**src/rtl/mmu_job_arbiter_if.sv**
```systemverilog
// Requester-side and MMU-side signal bundle for the MMU job arbiter.
// master = requesters plus MMU control unit, slave = arbiter.
interface mmu_job_arbiter_if;
    logic [1:0] req;
    logic [1:0] gnt;
    logic [1:0] in_valid;
    logic [7:0] in_data0;
    logic [7:0] in_data1;
    logic [1:0] in_ready;
    logic       mmu_load_en;
    logic [7:0] mmu_data;
    logic       mmu_done;
    logic [7:0] mmu_out;
    logic [1:0] out_valid;
    logic [7:0] out_data;
    logic [1:0] out_ready;
    logic       busy;
    logic       err;

    modport master (
        output req, in_valid, in_data0, in_data1, mmu_done, mmu_out, out_ready,
        input  gnt, in_ready, mmu_load_en, mmu_data, out_valid, out_data, busy, err
    );

    modport slave (
        input  req, in_valid, in_data0, in_data1, mmu_done, mmu_out, out_ready,
        output gnt, in_ready, mmu_load_en, mmu_data, out_valid, out_data, busy, err
    );
endinterface

```
**src/rtl/mmu_job_arbiter.sv**
```systemverilog
// Round-robin arbiter serialising whole 8-byte-load / 8-byte-result jobs onto one MMU.
// Optional WAIT timeout with 0xFF result fill: define MMU_ARB_TIMEOUT_EN.
module mmu_job_arbiter #(
    parameter int unsigned TIMEOUT = 15
) (
    input  logic               clk,
    input  logic               rst,
    mmu_job_arbiter_if.slave   bus
);
    typedef enum logic [2:0] {S_IDLE, S_LOAD, S_WAIT, S_CAPTURE, S_RETURN} state_t;

    state_t     state_q, state_d;
    logic [1:0] gnt_q, gnt_d;
    logic [1:0] in_ready_q, in_ready_d;
    logic       load_en_q, load_en_d;
    logic [7:0] mmu_data_q, mmu_data_d;
    logic [2:0] cnt_q, cnt_d;
    logic [1:0] out_valid_q, out_valid_d;
    logic [7:0] out_data_q, out_data_d;
    logic       busy_q, busy_d;
    logic       rr_last_q, rr_last_d;
    logic [7:0] rbuf_q [8];
    logic [7:0] rbuf_d [8];
    logic       gidx_c;
    logic       pick_c;
    logic       xfer_c;
    logic       ret_c;
`ifdef MMU_ARB_TIMEOUT_EN
    localparam logic [3:0] WAIT_LAST = 4'(TIMEOUT - 1);
    logic [3:0] wcnt_q, wcnt_d;
    logic       err_q, err_d;
`endif

    // WAIT counter is 4 bits wide, so the limit must fit in it
    timeout_range_a: assert property (@(posedge clk) (TIMEOUT >= 1) && (TIMEOUT <= 15));

    assign gidx_c = gnt_q[1];
    assign pick_c = (bus.req == 2'b11) ? ~rr_last_q : bus.req[1];
    assign xfer_c = |(bus.in_valid & in_ready_q);
    assign ret_c  = |(out_valid_q & bus.out_ready);

    always_comb begin
        state_d     = state_q;
        gnt_d       = gnt_q;
        in_ready_d  = in_ready_q;
        load_en_d   = 1'b0;
        mmu_data_d  = mmu_data_q;
        cnt_d       = cnt_q;
        out_valid_d = out_valid_q;
        out_data_d  = out_data_q;
        rr_last_d   = rr_last_q;
        rbuf_d      = rbuf_q;
`ifdef MMU_ARB_TIMEOUT_EN
        wcnt_d      = wcnt_q;
        err_d       = err_q;
`endif
        case (state_q)
            S_IDLE: begin
                if (|bus.req) begin
                    gnt_d      = pick_c ? 2'b10 : 2'b01;
                    in_ready_d = gnt_d;
                    cnt_d      = 3'd0;
                    state_d    = S_LOAD;
`ifdef MMU_ARB_TIMEOUT_EN
                    err_d      = 1'b0;
`endif
                end
            end
            S_LOAD: begin
                if (xfer_c) begin
                    load_en_d  = 1'b1;
                    mmu_data_d = gidx_c ? bus.in_data1 : bus.in_data0;
                    cnt_d      = cnt_q + 3'd1;
                    if (cnt_q == 3'd7) begin
                        in_ready_d = 2'b00;
                        state_d    = S_WAIT;
`ifdef MMU_ARB_TIMEOUT_EN
                        wcnt_d     = 4'd0;
`endif
                    end
                end
            end
            S_WAIT: begin
                if (bus.mmu_done) begin
                    rbuf_d[0] = bus.mmu_out;
                    cnt_d     = 3'd1;
                    state_d   = S_CAPTURE;
                end
`ifdef MMU_ARB_TIMEOUT_EN
                else if (wcnt_q == WAIT_LAST) begin
                    // abort: requester still gets a full, recognisable result frame
                    for (int i = 0; i < 8; i++) rbuf_d[i] = 8'hFF;
                    err_d       = 1'b1;
                    cnt_d       = 3'd0;
                    out_valid_d = gnt_q;
                    out_data_d  = 8'hFF;
                    state_d     = S_RETURN;
                end else begin
                    wcnt_d = wcnt_q + 4'd1;
                end
`endif
            end
            S_CAPTURE: begin
                rbuf_d[cnt_q] = bus.mmu_out;
                cnt_d         = cnt_q + 3'd1;
                if (cnt_q == 3'd7) begin
                    out_valid_d = gnt_q;
                    out_data_d  = rbuf_q[0];
                    state_d     = S_RETURN;
                end
            end
            S_RETURN: begin
                if (ret_c) begin
                    cnt_d      = cnt_q + 3'd1;
                    out_data_d = rbuf_q[3'(cnt_q + 3'd1)];
                    if (cnt_q == 3'd7) begin
                        gnt_d       = 2'b00;
                        out_valid_d = 2'b00;
                        out_data_d  = 8'h00;
                        rr_last_d   = gidx_c;
                        state_d     = S_IDLE;
                    end
                end
            end
            default: state_d = S_IDLE;
        endcase
        busy_d = (state_d != S_IDLE);
    end

    // Result buffer is never reset; it is only exposed after being refilled
    always_ff @(posedge clk) begin
        rbuf_q <= rbuf_d;
        if (rst) begin
            state_q     <= S_IDLE;
            gnt_q       <= 2'b00;
            in_ready_q  <= 2'b00;
            load_en_q   <= 1'b0;
            mmu_data_q  <= 8'h00;
            cnt_q       <= 3'd0;
            out_valid_q <= 2'b00;
            out_data_q  <= 8'h00;
            busy_q      <= 1'b0;
            rr_last_q   <= 1'b1;
`ifdef MMU_ARB_TIMEOUT_EN
            wcnt_q      <= 4'd0;
            err_q       <= 1'b0;
`endif
        end else begin
            state_q     <= state_d;
            gnt_q       <= gnt_d;
            in_ready_q  <= in_ready_d;
            load_en_q   <= load_en_d;
            mmu_data_q  <= mmu_data_d;
            cnt_q       <= cnt_d;
            out_valid_q <= out_valid_d;
            out_data_q  <= out_data_d;
            busy_q      <= busy_d;
            rr_last_q   <= rr_last_d;
`ifdef MMU_ARB_TIMEOUT_EN
            wcnt_q      <= wcnt_d;
            err_q       <= err_d;
`endif
        end
    end

    assign bus.gnt         = gnt_q;
    assign bus.in_ready    = in_ready_q;
    assign bus.mmu_load_en = load_en_q;
    assign bus.mmu_data    = mmu_data_q;
    assign bus.out_valid   = out_valid_q;
    assign bus.out_data    = out_data_q;
    assign bus.busy        = busy_q;
`ifdef MMU_ARB_TIMEOUT_EN
    assign bus.err         = err_q;
`else
    assign bus.err         = 1'b0;
`endif
endmodule

```
**src/flat_wrapper.sv**
```systemverilog
// flat-port wrapper written by rule: the top's interface ports become plain ports
module mmu_job_arbiter_flat 
#(
    parameter int unsigned TIMEOUT = 15
)
  (clk, rst, bus_req, bus_in_valid, bus_in_data0, bus_in_data1, bus_mmu_done, bus_mmu_out, bus_out_ready, bus_gnt, bus_in_ready, bus_mmu_load_en, bus_mmu_data, bus_out_valid, bus_out_data, bus_busy, bus_err);
  mmu_job_arbiter_if bus_i ();
  input  logic clk;
  input  logic rst;
  input wire logic [$bits(bus_i.req)-1:0] bus_req;
  input wire logic [$bits(bus_i.in_valid)-1:0] bus_in_valid;
  input wire logic [$bits(bus_i.in_data0)-1:0] bus_in_data0;
  input wire logic [$bits(bus_i.in_data1)-1:0] bus_in_data1;
  input wire logic [$bits(bus_i.mmu_done)-1:0] bus_mmu_done;
  input wire logic [$bits(bus_i.mmu_out)-1:0] bus_mmu_out;
  input wire logic [$bits(bus_i.out_ready)-1:0] bus_out_ready;
  output wire logic [$bits(bus_i.gnt)-1:0] bus_gnt;
  output wire logic [$bits(bus_i.in_ready)-1:0] bus_in_ready;
  output wire logic [$bits(bus_i.mmu_load_en)-1:0] bus_mmu_load_en;
  output wire logic [$bits(bus_i.mmu_data)-1:0] bus_mmu_data;
  output wire logic [$bits(bus_i.out_valid)-1:0] bus_out_valid;
  output wire logic [$bits(bus_i.out_data)-1:0] bus_out_data;
  output wire logic [$bits(bus_i.busy)-1:0] bus_busy;
  output wire logic [$bits(bus_i.err)-1:0] bus_err;
  assign bus_i.req = bus_req;
  assign bus_i.in_valid = bus_in_valid;
  assign bus_i.in_data0 = bus_in_data0;
  assign bus_i.in_data1 = bus_in_data1;
  assign bus_i.mmu_done = bus_mmu_done;
  assign bus_i.mmu_out = bus_mmu_out;
  assign bus_i.out_ready = bus_out_ready;
  assign bus_gnt = bus_i.gnt;
  assign bus_in_ready = bus_i.in_ready;
  assign bus_mmu_load_en = bus_i.mmu_load_en;
  assign bus_mmu_data = bus_i.mmu_data;
  assign bus_out_valid = bus_i.out_valid;
  assign bus_out_data = bus_i.out_data;
  assign bus_busy = bus_i.busy;
  assign bus_err = bus_i.err;
  mmu_job_arbiter #(.TIMEOUT(TIMEOUT)) u_core (.clk(clk), .rst(rst), .bus(bus_i));
endmodule
```
**config.mk**
```make
export PLATFORM = sky130hd
export DESIGN_NAME = mmu_job_arbiter_flat
export DESIGN_NICKNAME = d
export VERILOG_FILES = /design/src/rtl/mmu_job_arbiter_if.sv /design/src/rtl/mmu_job_arbiter.sv /design/src/flat_wrapper.sv
export SDC_FILE = /design/constraint.sdc
export NUM_CORES = 1
export LEC_CHECK = 0
export CAP_MARGIN = 20
export CORE_MARGIN = 2
export CORE_UTILIZATION = 50
export CTS_CLUSTER_DIAMETER = 120
export CTS_CLUSTER_SIZE = 8
export DETAILED_ROUTE_END_ITERATION = 12
export GPL_TIMING_DRIVEN = 0
export PLACE_DENSITY_LB_ADDON = 0.08
export SETUP_SLACK_MARGIN = 0.4
export SLEW_MARGIN = 0
export SYNTH_ARGS = -nofsm -noshare
export SYNTH_HDL_FRONTEND = slang
export SYNTH_SLANG_ARGS = --single-unit
```
**constraint.sdc**
```tcl
create_clock -name clk -period 6.2 [get_ports clk]
set_input_delay 1.86 -clock clk [delete_from_list [all_inputs] [get_ports clk]]
set_output_delay 1.86 -clock clk [all_outputs]
set_load 0.1 [all_outputs]
```
# Yosys cells after proc, flatten, opt, wreduce, memory -nomap -nowiden
# Cells that the tools add are included.
# Widths: inputs -> output; s select.
# op_classes
n_addsub	1
multipliers	0
div_mod_pow	0
n_lt_le_gt_ge	3
n_eq_ne	13
shifts	0
muxes	37
bitwise	6
reduce_logical	20
# op_table
cell	count
$bwmux 64	1
$mux 8	8
$mux 3	11
$pmux 8 s2	2
$pmux 3 s5	2
$bmux 8 s3	1
$demux 8 s3	1
$mux 2	6
$ne 2x1->1 const B	6
$pmux 2 s2	3
$reduce_and 4->1	3
$ge 4x4->1 const B	2
$not 3->4	2
$reduce_bool 2->1	4
$reduce_or 2->1	4
$eq 3x2->1 const B	2
$eq 3x3->1 const B	2
$reduce_and 3->1	2
$reduce_and 5->1	1
$reduce_bool 5->1	1
$and 2x2->2	2
$lt 4x1->1 const B	1
$reduce_and 2->1	2
$add 3x1->3 const B	1
8 further kinds	10
# totals
ff_bits	95
latchBits	0
ramBits	0
mem_bits_ro	0
in_bits	33
elab_cells	98
mem_count	0

# Logic depth before layout (Yosys ltp)
# Gate-level depths: netlist of run 1.
# depth
word_depth	8
ltp_mapped	7
ltp_nobuf	6

# Least setup slack after synthesis of run 1
# OpenSTA, ideal clock, no wires.
# synth_path
path_type	input-to-reg
start	input port bus_mmu_done
end	register u_core.rbuf_q[56] (netlist name) (enable)
t_arrival_ns	2.713
required_time_ns	5.805
slack_ns	3.093
cell_stages	2
n_path_buf	0
cell_sequence	nor2_1 nor4_1
# synth_between
elab_chain_cells	2
# synth_lines
element	line	text
start: declaration	flat_wrapper.sv:14	input wire logic [$bits(bus_i.mmu_done)-1:0] bus_mmu_done;
$ne 2x2->1 (no source line)	-	
$reduce_and 2->1 (no source line)	-	
end signal: assignment	mmu_job_arbiter.sv:132	rbuf_q <= rbuf_d;
end: declaration	mmu_job_arbiter.sv:22	logic [7:0] rbuf_q [8];
# Every way passes these cells.
# A chain may end at the register's enable or synchronous reset.

# Final worst setup path of run 1
# layout_path
start	register u_core.out_valid_q[1], in the netlist u_core.bus.out_valid[1]
end	output port bus_out_valid[1]
# layout_rtl
element	line	text
start: declaration	mmu_job_arbiter.sv:18	logic [1:0] out_valid_q, out_valid_d;
start signal: assignment	mmu_job_arbiter.sv:155	out_valid_q <= out_valid_d;
end: declaration	flat_wrapper.sv:21	output wire logic [$bits(bus_i.out_valid)-1:0] bus_out_valid;
# No word-level cell between the ends.

==> impl_results.html, run 1 <==
<table>
<tr><th>Metric</th><th>Value</th></tr>
<tr><th colspan="2">Status</th></tr>
<tr><td>Run status</td><td>finished, final reports clean</td></tr>
<tr><th colspan="2">Clocking</th></tr>
<tr><td>CTS Buf Count</td><td>9</td></tr>
<tr><td>Number of H-tree levels</td><td>3</td></tr>
<tr><td>Hold_buf cts</td><td>0</td></tr>
<tr><td>TritonCTS Sinks</td><td>95</td></tr>
<tr><td>Clock root buffer</td><td>sky130_fd_sc_hd__clkbuf_8</td></tr>
<tr><td>Resized cells post-CTS</td><td>0</td></tr>
<tr><td>CTS tree</td><td>done</td></tr>
<tr><td>Clock latency reported for the late side of the worst-skew pair</td><td>0.35 ns</td></tr>
<tr><td>Largest buffer count on any clock path</td><td>2</td></tr>
<tr><td>CTS clock-pin slew for the worst setup and hold paths</td><td>0.08 ns</td></tr>
<tr><td>Setup fix buffers added after clock tree synthesis</td><td>0</td></tr>
<tr><th colspan="2">Logic synthesis</th></tr>
<tr><td>Count of flip-flops with a built-in enable after synthesis</td><td>64</td></tr>
<tr><td>#FFs+latches synth</td><td>95</td></tr>
<tr><td>List of most frequent post-synthesis cells</td><td>sky130_fd_sc_hd__edfxtp_1 (64), sky130_fd_sc_hd__dfxtp_1 (31), sky130_fd_sc_hd__mux2i_1 (18)</td></tr>
<tr><td>Cell taking the most area after synthesis</td><td>sky130_fd_sc_hd__edfxtp_1</td></tr>
<tr><td>Mean instance size in the synthesized netlist</td><td>14.00 um^2</td></tr>
<tr><td>Fraction of post-synthesis cell area in the top cell type by area</td><td>between 40 and 50%</td></tr>
<tr><td>Sequential cell area fraction in the yosys report</td><td>63.05%</td></tr>
<tr><td>Mapped cell area</td><td>4033 um^2</td></tr>
<tr><td>Top cells by area in the synthesized netlist</td><td>sky130_fd_sc_hd__edfxtp_1 (48%), sky130_fd_sc_hd__dfxtp_1 (15%), sky130_fd_sc_hd__mux4_2 (8.9%), sky130_fd_sc_hd__mux2i_1 (4.5%), sky130_fd_sc_hd__a21oi_1 (1.5%)</td></tr>
<tr><td>Library cell with the highest instance count after synthesis</td><td>sky130_fd_sc_hd__edfxtp_1</td></tr>
<tr><td>Most used DFF post-synth</td><td>sky130_fd_sc_hd__edfxtp_1</td></tr>
<tr><td>Proportion of synthesized flip-flops having asynchronous set or reset</td><td>0%</td></tr>
<tr><td>Unique cell type count in the Yosys netlist</td><td>45</td></tr>
<tr><td>Warning count from the yosys run</td><td>0</td></tr>
<tr><td>Post-Syn Instances</td><td>approximately 290</td></tr>
<tr><td>Synth Net Count</td><td>323</td></tr>
<tr><th colspan="2">Cells and area</th></tr>
<tr><td>Final standard cell area without fillers</td><td>4940 um^2</td></tr>
<tr><td>Count of non-filler cells in the finished layout</td><td>465</td></tr>
<tr><td>Final Net Count</td><td>roughly 400</td></tr>
<tr><td>Share of post-route cells with drive strength above 1</td><td>14.88%</td></tr>
<tr><td>Area growth, synth to finish</td><td>22.49%</td></tr>
<tr><td>Antenna diodes</td><td>0</td></tr>
<tr><th colspan="2">Drt</th></tr>
<tr><td>Vias/cell</td><td>approximately 5.7</td></tr>
<tr><td>Total wire length after detailed routing</td><td>8682 um</td></tr>
<tr><td>Number of DRC violations after detailed routing</td><td>0</td></tr>
<tr><td>Antenna violation net count after detailed routing</td><td>0</td></tr>
<tr><td>Final routed wire length divided by cell count</td><td>18.67 um</td></tr>
<tr><td>Length of the first detailed-routing pass in iterations</td><td>4</td></tr>
<tr><td>Number of violations reported at the end of detailed-routing iteration 0</td><td>134</td></tr>
<tr><td>Via total after detailed routing</td><td>2643</td></tr>
<tr><th colspan="2">Floorplanning</th></tr>
<tr><td>Die Outline Area</td><td>8799 um^2</td></tr>
<tr><td>Die outline width</td><td>93.81 um</td></tr>
<tr><td>FP Rows</td><td>32</td></tr>
<tr><td>Initial standard-cell utilization of the core</td><td>51.92%</td></tr>
<tr><td>I/O pin cnt</td><td>58</td></tr>
<tr><td>Floorplan Core Area</td><td>7767 um^2</td></tr>
<tr><td>Die Height</td><td>93.81 um</td></tr>
<tr><th colspan="2">STA</th></tr>
<tr><td>Setup violations, final</td><td>0</td></tr>
<tr><td>Final worst path period need</td><td>between 3 and 4 ns</td></tr>
<tr><td>Setup repair after global routing missed its margin</td><td>no</td></tr>
<tr><td>Maximum operating frequency</td><td>267.7 MHz</td></tr>
<tr><td>Period utilization</td><td>60.25%</td></tr>
<tr><td>Skew final</td><td>0.01463 ns</td></tr>
<tr><td>Fin Setup TNS</td><td>0 ns</td></tr>
<tr><td>Actual slew at the worst max-slew pin</td><td>0.9906 ns</td></tr>
<tr><td>Worst setup margin</td><td>2.464 ns</td></tr>
<tr><td>Final number of max-transition violations</td><td>0</td></tr>
<tr><td>Number of hold-slack violations in the final timing report</td><td>0</td></tr>
<tr><td>Worst slew margin relative to its limit</td><td>about 34%</td></tr>
<tr><th colspan="2">Global routing</th></tr>
<tr><td>Via count of the first global-routing pass</td><td>2599</td></tr>
<tr><td>Final global-route overflow total</td><td>0</td></tr>
<tr><td>Initial antenna violation count</td><td>0</td></tr>
<tr><td>Global Route met2 Usage</td><td>33.93%</td></tr>
<tr><td>Met1 layer usage reported by global route</td><td>approximately a quarter</td></tr>
<tr><td>Maximum number of pins on one net before global-route repair</td><td>16</td></tr>
<tr><td>Wire length of the first global-routing pass</td><td>13320 um</td></tr>
<tr><td>Met3 track utilization from global routing</td><td>4.334%</td></tr>
<tr><td>GRT Overall Usage</td><td>20.48%</td></tr>
<tr><td>Busiest metal layer after global routing</td><td>met2</td></tr>
<tr><th colspan="2">Power</th></tr>
<tr><td>Pwr per Cell Area</td><td>240.2 nW/um^2</td></tr>
<tr><td>Sequential group share of total power</td><td>57.6%</td></tr>
<tr><td>Total internal power</td><td>slightly below 0.0009 W</td></tr>
<tr><td>Logic pwr share</td><td>11.3%</td></tr>
<tr><td>Switching power total</td><td>0.0002944 W</td></tr>
<tr><td>Maximum vdd ir drop</td><td>about 200 uV</td></tr>
<tr><td>Fraction of power spent switching nets</td><td>24.82%</td></tr>
<tr><td>Static Leak</td><td>1.546 nW</td></tr>
<tr><td>Clock Power Share</td><td>31.1%</td></tr>
<tr><th colspan="2">Setup path</th></tr>
<tr><td>Critical Path Fanout Max</td><td>4</td></tr>
<tr><td>Flop-to-flop setup slack</td><td>3.84 ns</td></tr>
<tr><td>Worst flop-to-flop path startpoint</td><td>u_core.cnt_q[1]</td></tr>
<tr><td>Bufs and invs on worst path</td><td>1</td></tr>
<tr><td>Launch point of the critical path</td><td>u_core.bus.out_valid[1]</td></tr>
<tr><td>Maximum single-stage delay on the critical path</td><td>1.16 ns</td></tr>
<tr><td>Crit-path leading delay family</td><td>buffers and inverters</td></tr>
<tr><td>Endpoint type of the worst setup path</td><td>output port</td></tr>
<tr><td>CP Launch Type</td><td>flop</td></tr>
<tr><td>Capturing instance or port of the critical path</td><td>bus_out_valid[1]</td></tr>
<tr><td>Data arrival time of the critical path</td><td>about 1.9 ns</td></tr>
<tr><td>Critical-path cell with the highest stage delay</td><td>sky130_fd_sc_hd__clkdlybuf4s50_1</td></tr>
<tr><td>Data required time of the critical path</td><td>4.34 ns</td></tr>
<tr><td>Reg2reg path depth</td><td>6</td></tr>
<tr><td>Ordered cell list for the critical path</td><td>clkdlybuf4s50_1</td></tr>
<tr><td>Endpoint of the worst-slack reg-to-reg timing path</td><td>u_core.bus.out_data[6]</td></tr>
<tr><td>Critical path class</td><td>reg2out</td></tr>
<tr><td>Depth of the critical timing path with buffers and inverters included</td><td>1</td></tr>
<tr><th colspan="2">Placement</th></tr>
<tr><td>DPL Wire Length</td><td>6084 um</td></tr>
<tr><td>Placed insts</td><td>around 450</td></tr>
<tr><td>Gp weighted congestion</td><td>between 0.8 and 0.9</td></tr>
<tr><td>Pre-CTS setup slack</td><td>roughly 2.6 ns</td></tr>
<tr><td>Input/output buffers</td><td>55</td></tr>
<tr><td>DP Area</td><td>between 4000 and 5000 um^2</td></tr>
<tr><th colspan="2">Hold path</th></tr>
<tr><td>Class of the tightest hold or removal check</td><td>reg2reg</td></tr>
<tr><td>Hold-critical path depth</td><td>2</td></tr>
<tr><th colspan="2">Run</th></tr>
<tr><td>Number of violations of the max-capacitance limit</td><td>0</td></tr>
</table>
-- metal layers --
layer | up-vias | part of all wire [%]
li1 | 1260 | -
met1 | 1289 | 44
met2 | 85 | 48
met3 | 9 | 5.7
met4 | 0 | 1.7
met5 | - | 0
-- registers in the layout, indices dropped and copies added (netlist names) --
signal and count:
u_core.bus.mmu_data 8, u_core.state_q 3, u_core.bus.busy 1, u_core.bus.in_ready 2
u_core.rr_last_q 1, u_core.bus.mmu_load_en 1, u_core.bus.gnt 2, u_core.bus.out_data 8
u_core.rbuf_q 64, u_core.cnt_q 3, u_core.bus.out_valid 2
-- power by group through the flow --
stage	clock, W	sequential [W]	combinational (W)
floorplan	0	0.000731	0.0000549
global placement	0	0.000698	0.000133
detailed placement	0	0.000699	0.000134
CTS	0.000373	0.000684	0.000135
global route	0.000397	0.000685	0.000142
finish	0.000369	0.000684	0.000134
-- layout make-up --
cell class / instances / area [um^2]
Fill cell: 613 / 2828
Multi-Input combinational cell: 172 / 1411
Buffer: 19 / 92.59
Sequential cell: 95 / 2542
Inverter: 2 / 7.507
Tap cell: 102 / 127.6
Clock buffer: 12 / 145.1
Clock inverter: 4 / 28.78
Timing Repair Buffer: 59 / 584.3
-- per-stage QoR --
stage                     hold slack, ns  util (%)  total power [W]
after detailed placement          0.4799     61.36        0.0008327
after global routing              0.5072     63.60         0.001223
after floorplan                   0.4799         -        0.0007856
after global placement            0.4755     60.65        0.0008316
after CTS                         0.4915     63.60         0.001191
final                             0.4959     63.60         0.001186
-- kinds of logic after synthesis --
| group | synth area share, % |
|---|---|
| DFF | 63.05 |
| and+or+nand+nor | 11.17 |
| buffers and inverters | 2.482 |
| adders and majority gates | 0.6204 |
| other | 0.09299 |
| AOI/OAI and AO/OA | 9.184 |
| muxes | 13.40 |
-- cells in the final DEF (no fill, tap or decap), types with 2 or more instances in the layout --
cell / instances
sky130_fd_sc_hd__a211oi_1: 8
sky130_fd_sc_hd__a31oi_1: 9
sky130_fd_sc_hd__clkinvlp_4: 2
sky130_fd_sc_hd__clkbuf_1: 11
sky130_fd_sc_hd__o22ai_1: 9
sky130_fd_sc_hd__mux4_2: 16
sky130_fd_sc_hd__nor3_2: 2
sky130_fd_sc_hd__o31ai_1: 3
sky130_fd_sc_hd__nor2b_1: 9
sky130_fd_sc_hd__or3_1: 2
sky130_fd_sc_hd__nand3_1: 2
sky130_fd_sc_hd__dfxtp_1: 31
sky130_fd_sc_hd__nand2b_1: 7
sky130_fd_sc_hd__nor4_1: 3
sky130_fd_sc_hd__ha_1: 2
sky130_fd_sc_hd__edfxtp_1: 64
sky130_fd_sc_hd__a21oi_1: 12
sky130_fd_sc_hd__inv_1: 2
sky130_fd_sc_hd__mux2i_1: 18
sky130_fd_sc_hd__o21ai_0: 3
sky130_fd_sc_hd__nor3_1: 10
sky130_fd_sc_hd__clkdlybuf4s50_1: 55
sky130_fd_sc_hd__and2_1: 8
sky130_fd_sc_hd__nor2_1: 15
sky130_fd_sc_hd__nand2_1: 12
sky130_fd_sc_hd__buf_4: 7
sky130_fd_sc_hd__a2111oi_0: 2
sky130_fd_sc_hd__clkbuf_8: 10
sky130_fd_sc_hd__buf_2: 5
-- worst min path at each step --
stage	from	to	slack [ns]
floorplan	u_core.rr_last_q	u_core.rr_last_q	0.48
global placement	u_core.bus.gnt[0]	u_core.bus.out_valid[0]	0.48
detailed placement	u_core.bus.gnt[0]	u_core.bus.out_valid[0]	0.48
CTS	u_core.bus.gnt[0]	u_core.bus.out_valid[0]	0.49
global route	u_core.bus.gnt[0]	u_core.bus.out_valid[0]	0.51
finish	u_core.bus.gnt[0]	u_core.bus.out_valid[0]	0.50
Power figures use the tool's default switching activity.
==> run 2: changes to the inputs <==
--- a/config.mk
+++ b/config.mk
@@ -7,7 +7,7 @@
 export LEC_CHECK = 0
 export CAP_MARGIN = 20
 export CORE_MARGIN = 2
-export CORE_UTILIZATION = 50
+export CORE_UTILIZATION = 49
 export CTS_CLUSTER_DIAMETER = 120
 export CTS_CLUSTER_SIZE = 8
 export DETAILED_ROUTE_END_ITERATION = 12
==> constraint.sdc (replaced) <==
create_clock -name clk -period 3.4 [get_ports clk]
set_input_delay 1.02 -clock clk [delete_from_list [all_inputs] [get_ports clk]]
set_output_delay 1.02 -clock clk [all_outputs]
set_load 0.1 [all_outputs]
==> impl_results.html, run 2 (synthesis results as in run 1) <==
<table>
<tr><th>Metric</th><th>Value</th></tr>
<tr><th colspan="2">STA</th></tr>
<tr><td>Maximum operating frequency</td><td>between 300 and 400 MHz</td></tr>
<tr><td>Worst slew margin relative to its limit</td><td>33.09% (-0.66 points)</td></tr>
<tr><td>Setup repair after global routing missed its margin</td><td>no</td></tr>
<tr><td>Setup violations, final</td><td>0 (unchanged)</td></tr>
<tr><td>Period utilization</td><td>a little under nine tenths</td></tr>
<tr><td>Skew final</td><td>0.01009 ns (-0.004538 ns)</td></tr>
<tr><td>Actual slew at the worst max-slew pin</td><td>1.000 ns (+0.009913 ns)</td></tr>
<tr><td>Final worst path period need</td><td>just under 3 ns</td></tr>
<tr><td>Number of hold-slack violations in the final timing report</td><td>0 (unchanged)</td></tr>
<tr><td>Final number of max-transition violations</td><td>0 (unchanged)</td></tr>
<tr><td>Worst setup margin</td><td>0.4869 ns (-1.978 ns)</td></tr>
<tr><th colspan="2">Setup path</th></tr>
<tr><td>Critical-path cell with the highest stage delay</td><td>sky130_fd_sc_hd__clkdlybuf4s50_1</td></tr>
<tr><td>Endpoint of the worst-slack reg-to-reg timing path</td><td>u_core.rbuf_q[57]</td></tr>
<tr><td>Data required time of the critical path</td><td>2.38 ns (-1.96 ns)</td></tr>
<tr><td>Crit-path leading delay family</td><td>buffers and inverters</td></tr>
<tr><td>Data arrival time of the critical path</td><td>1.89 ns (about the same)</td></tr>
<tr><td>Bufs and invs on worst path</td><td>1 (unchanged)</td></tr>
<tr><td>Critical path class</td><td>reg2out</td></tr>
<tr><td>Maximum single-stage delay on the critical path</td><td>1.15 ns (about the same)</td></tr>
<tr><td>Reg2reg path depth</td><td>5 (-1)</td></tr>
<tr><td>Endpoint type of the worst setup path</td><td>output port</td></tr>
<tr><td>CP Launch Type</td><td>flop</td></tr>
<tr><td>Critical Path Fanout Max</td><td>3 (-1)</td></tr>
<tr><td>Worst flop-to-flop path startpoint</td><td>u_core.state_q[0]</td></tr>
<tr><td>Flop-to-flop setup slack</td><td>1.04 ns (-2.80 ns)</td></tr>
<tr><td>Ordered cell list for the critical path</td><td>clkdlybuf4s50_1</td></tr>
<tr><th colspan="2">Clocking</th></tr>
<tr><td>Number of H-tree levels</td><td>3 (unchanged)</td></tr>
<tr><td>Clock latency reported for the late side of the worst-skew pair</td><td>0.36 ns (about the same)</td></tr>
<tr><td>CTS clock-pin slew for the worst setup and hold paths</td><td>0.10 ns (+0.02 ns)</td></tr>
<tr><td>Hold_buf cts</td><td>0 (unchanged)</td></tr>
<tr><td>Clock root buffer</td><td>sky130_fd_sc_hd__clkbuf_8</td></tr>
<tr><td>Largest buffer count on any clock path</td><td>2 (unchanged)</td></tr>
<tr><td>Resized cells post-CTS</td><td>0 (unchanged)</td></tr>
<tr><td>TritonCTS Sinks</td><td>95 (unchanged)</td></tr>
<tr><td>Setup fix buffers added after clock tree synthesis</td><td>0 (unchanged)</td></tr>
<tr><td>CTS Buf Count</td><td>9 (unchanged)</td></tr>
<tr><td>CTS tree</td><td>done</td></tr>
<tr><th colspan="2">Drt</th></tr>
<tr><td>Length of the first detailed-routing pass in iterations</td><td>4 (unchanged)</td></tr>
<tr><td>Via total after detailed routing</td><td>2675 (+1.2%)</td></tr>
<tr><td>Total wire length after detailed routing</td><td>8927 um (+2.8%)</td></tr>
<tr><td>Number of violations reported at the end of detailed-routing iteration 0</td><td>138 (+3.0%)</td></tr>
<tr><td>Number of DRC violations after detailed routing</td><td>0 (unchanged)</td></tr>
<tr><td>Antenna violation net count after detailed routing</td><td>0 (unchanged)</td></tr>
<tr><td>Final routed wire length divided by cell count</td><td>19.16 um (+2.6%)</td></tr>
<tr><td>Vias/cell</td><td>5.740 (+0.99%)</td></tr>
<tr><th colspan="2">Floorplanning</th></tr>
<tr><td>Die Height</td><td>94.72 um (+0.98%)</td></tr>
<tr><td>Initial standard-cell utilization of the core</td><td>49.83% (-2.1 points)</td></tr>
<tr><td>Floorplan Core Area</td><td>8093 um^2 (+4.2%)</td></tr>
<tr><td>FP Rows</td><td>33 (+3.1%)</td></tr>
<tr><td>I/O pin cnt</td><td>58 (unchanged)</td></tr>
<tr><td>Die Outline Area</td><td>8972 um^2 (+2.0%)</td></tr>
<tr><td>Die outline width</td><td>94.72 um (+0.98%)</td></tr>
<tr><th colspan="2">Power</th></tr>
<tr><td>Switching power total</td><td>0.0005624 W (+91%)</td></tr>
<tr><td>Total internal power</td><td>0.001688 W (+89%)</td></tr>
<tr><td>Sequential group share of total power</td><td>55.4% (-2.2 points)</td></tr>
<tr><td>Fraction of power spent switching nets</td><td>24.99% (+0.17 points)</td></tr>
<tr><td>Clock Power Share</td><td>33.7% (+2.6 points)</td></tr>
<tr><td>Static Leak</td><td>1.556 nW (+0.64%)</td></tr>
<tr><td>Pwr per Cell Area</td><td>454.1 nW/um^2 (+89%)</td></tr>
<tr><td>Logic pwr share</td><td>10.9% (-0.4 points)</td></tr>
<tr><td>Total power of the final layout</td><td>0.002250 W (+90%)</td></tr>
<tr><td>Maximum vdd ir drop</td><td>275.0 uV (+41%)</td></tr>
<tr><th colspan="2">Cells and area</th></tr>
<tr><td>Fill cell total of the finished layout</td><td>664 (+8.3%)</td></tr>
<tr><td>Share of post-route cells with drive strength above 1</td><td>14.96% (+0.082 points)</td></tr>
<tr><td>Utilization after layout</td><td>61.24% (-2.4 points)</td></tr>
<tr><td>Max reg flops</td><td>64 (unchanged)</td></tr>
<tr><td>Most common cell after layout, fill and taps aside</td><td>sky130_fd_sc_hd__edfxtp_1</td></tr>
<tr><td>Commonest cells after routing, fill and taps aside</td><td>sky130_fd_sc_hd__edfxtp_1 (64), sky130_fd_sc_hd__clkdlybuf4s50_1 (55), sky130_fd_sc_hd__dfxtp_1 (31), sky130_fd_sc_hd__mux2i_1 (18), sky130_fd_sc_hd__mux4_2 (16)</td></tr>
<tr><td>Area taken by flip-flops and latches</td><td>2542 um^2 (unchanged)</td></tr>
<tr><td>Reg with most FFs</td><td>u_core.rbuf_q</td></tr>
<tr><td>Antenna diodes</td><td>0 (unchanged)</td></tr>
<tr><td>Count of non-filler cells in the finished layout</td><td>466 (+0.22%)</td></tr>
<tr><td>Final Net Count</td><td>391 (-0.51%)</td></tr>
<tr><td>Area growth, synth to finish</td><td>22.90%</td></tr>
<tr><td>Footprint of the multi-input gates</td><td>1416 um^2 (+0.35%)</td></tr>
<tr><th colspan="2">Global routing</th></tr>
<tr><td>Final global-route overflow total</td><td>0 (unchanged)</td></tr>
<tr><td>Maximum number of pins on one net before global-route repair</td><td>18 (+2)</td></tr>
<tr><td>Wire length of the first global-routing pass</td><td>14030 um (+5.4%)</td></tr>
<tr><td>Via count of the first global-routing pass</td><td>2566 (-1.3%)</td></tr>
<tr><td>Initial antenna violation count</td><td>0 (unchanged)</td></tr>
<tr><td>GRT Overall Usage</td><td>21.16% (+0.68 points)</td></tr>
<tr><th colspan="2">Placement</th></tr>
<tr><td>Gp weighted congestion</td><td>0.8147 (-1.7%)</td></tr>
<tr><td>Input/output buffers</td><td>55 (unchanged)</td></tr>
<tr><td>DPL Wire Length</td><td>6049 um (-0.58%)</td></tr>
<tr><td>Placed insts</td><td>450 (+0.22%)</td></tr>
<tr><td>Pre-CTS setup slack</td><td>0.5976 ns (-1.979 ns)</td></tr>
<tr><th colspan="2">Hold path</th></tr>
<tr><td>Hold worst-path end</td><td>u_core.bus.out_valid[0]</td></tr>
<tr><td>Class of the tightest hold or removal check</td><td>reg2reg</td></tr>
<tr><td>Worst Hold Launch</td><td>u_core.bus.gnt[0]</td></tr>
<tr><td>Hold-critical path depth</td><td>2 (unchanged)</td></tr>
<tr><th colspan="2">Status</th></tr>
<tr><td>Run status</td><td>finished, final reports clean</td></tr>
<tr><th colspan="2">Run</th></tr>
<tr><td>Number of violations of the max-capacitance limit</td><td>0 (unchanged)</td></tr>
</table>
run 2: changes by cell type in the layout (fill, tap and decap cells not counted), sizes merged:
cell / change
clkbuf: -3
buf: -2
clkinv: +2
clkinvlp: -2
inv: +2
bufinv: +1
run 2: area by class of cell:
| type | count | share of cell area [%] |
|---|---|---|
| clock inverter | 7 | 1.591 |
| multi-input combinational | 172 | 28.58 |
| clock buffer | 9 | 2.499 |
| inverter | 2 | 0.1515 |
| tap | 105 | 2.651 |
| timing repair buffer | 57 | 11.36 |
| sequential | 95 | 51.30 |
| buffer | 19 | 1.868 |
run 2: stage by stage:
step	hold WS [ns]	TNS [ns]	instance area [um^2]
after floorplan	0.4799	0	4033
after global placement	0.4728	-0.9835	4715
after detailed placement	0.4878	0	4753
after CTS	0.5004	0	4956
after global routing	0.5181	0	4956
final	0.4979	0	4956
run 2: worst max-delay path by stage:
stage	startpoint	end	slack, ns	depth (start not counted)
after floorplan	bus_mmu_done	u_core.rbuf_q[56]	1.13	2
after global placement	bus_mmu_done	u_core.rbuf_q[60]	-0.12	3
after detailed placement	bus_out_ready[0]	u_core.bus.gnt[0]	0.60	5
after CTS	u_core.bus.in_ready[0]	bus_in_ready[0]	0.47	1
after global routing	u_core.bus.in_ready[1]	bus_in_ready[1]	0.42	1
final	u_core.bus.in_ready[0]	bus_in_ready[0]	0.49	1
run 2: per-layer routing:
metal	up-vias	GRT usage [%]	wire [um]
met3	14	4.150	556
met5	-	0	0
met4	0	7.729	134
met2	86	33.63	4290
li1	1250	-	-
met1	1325	29.15	3946
run 2: tightest hold or removal path, stage by stage (launching register included):
cell                      delay, ns
sky130_fd_sc_hd__dfxtp_1       0.34
sky130_fd_sc_hd__nand2_1       0.06
sky130_fd_sc_hd__a21oi_1       0.05
run 2: power by group through the flow:
| stage | logic, W | clock network (W) | registers [W] |
|---|---|---|---|
| 2_1_floorplan | 0.000100 | 0 | 0.00133 |
| 3_3_place_gp | 0.000243 | 0 | 0.00127 |
| 3_5_place_dp | 0.000246 | 0 | 0.00127 |
| 4_1_cts | 0.000247 | 0.000772 | 0.00125 |
| 5_1_grt | 0.000262 | 0.000818 | 0.00125 |
| 6_report | 0.000246 | 0.000758 | 0.00125 |
==> run 3: changes to the inputs <==
--- a/config.mk
+++ b/config.mk
@@ -5,7 +5,7 @@
 export SDC_FILE = /design/constraint.sdc
 export NUM_CORES = 1
 export LEC_CHECK = 0
-export CAP_MARGIN = 20
+export CAP_MARGIN = 10
 export CORE_MARGIN = 2
 export CORE_UTILIZATION = 49
 export CTS_CLUSTER_DIAMETER = 120
==> results of run 3 <==
Same layout as run 2: the final DEF is identical, and so are final timing and power.
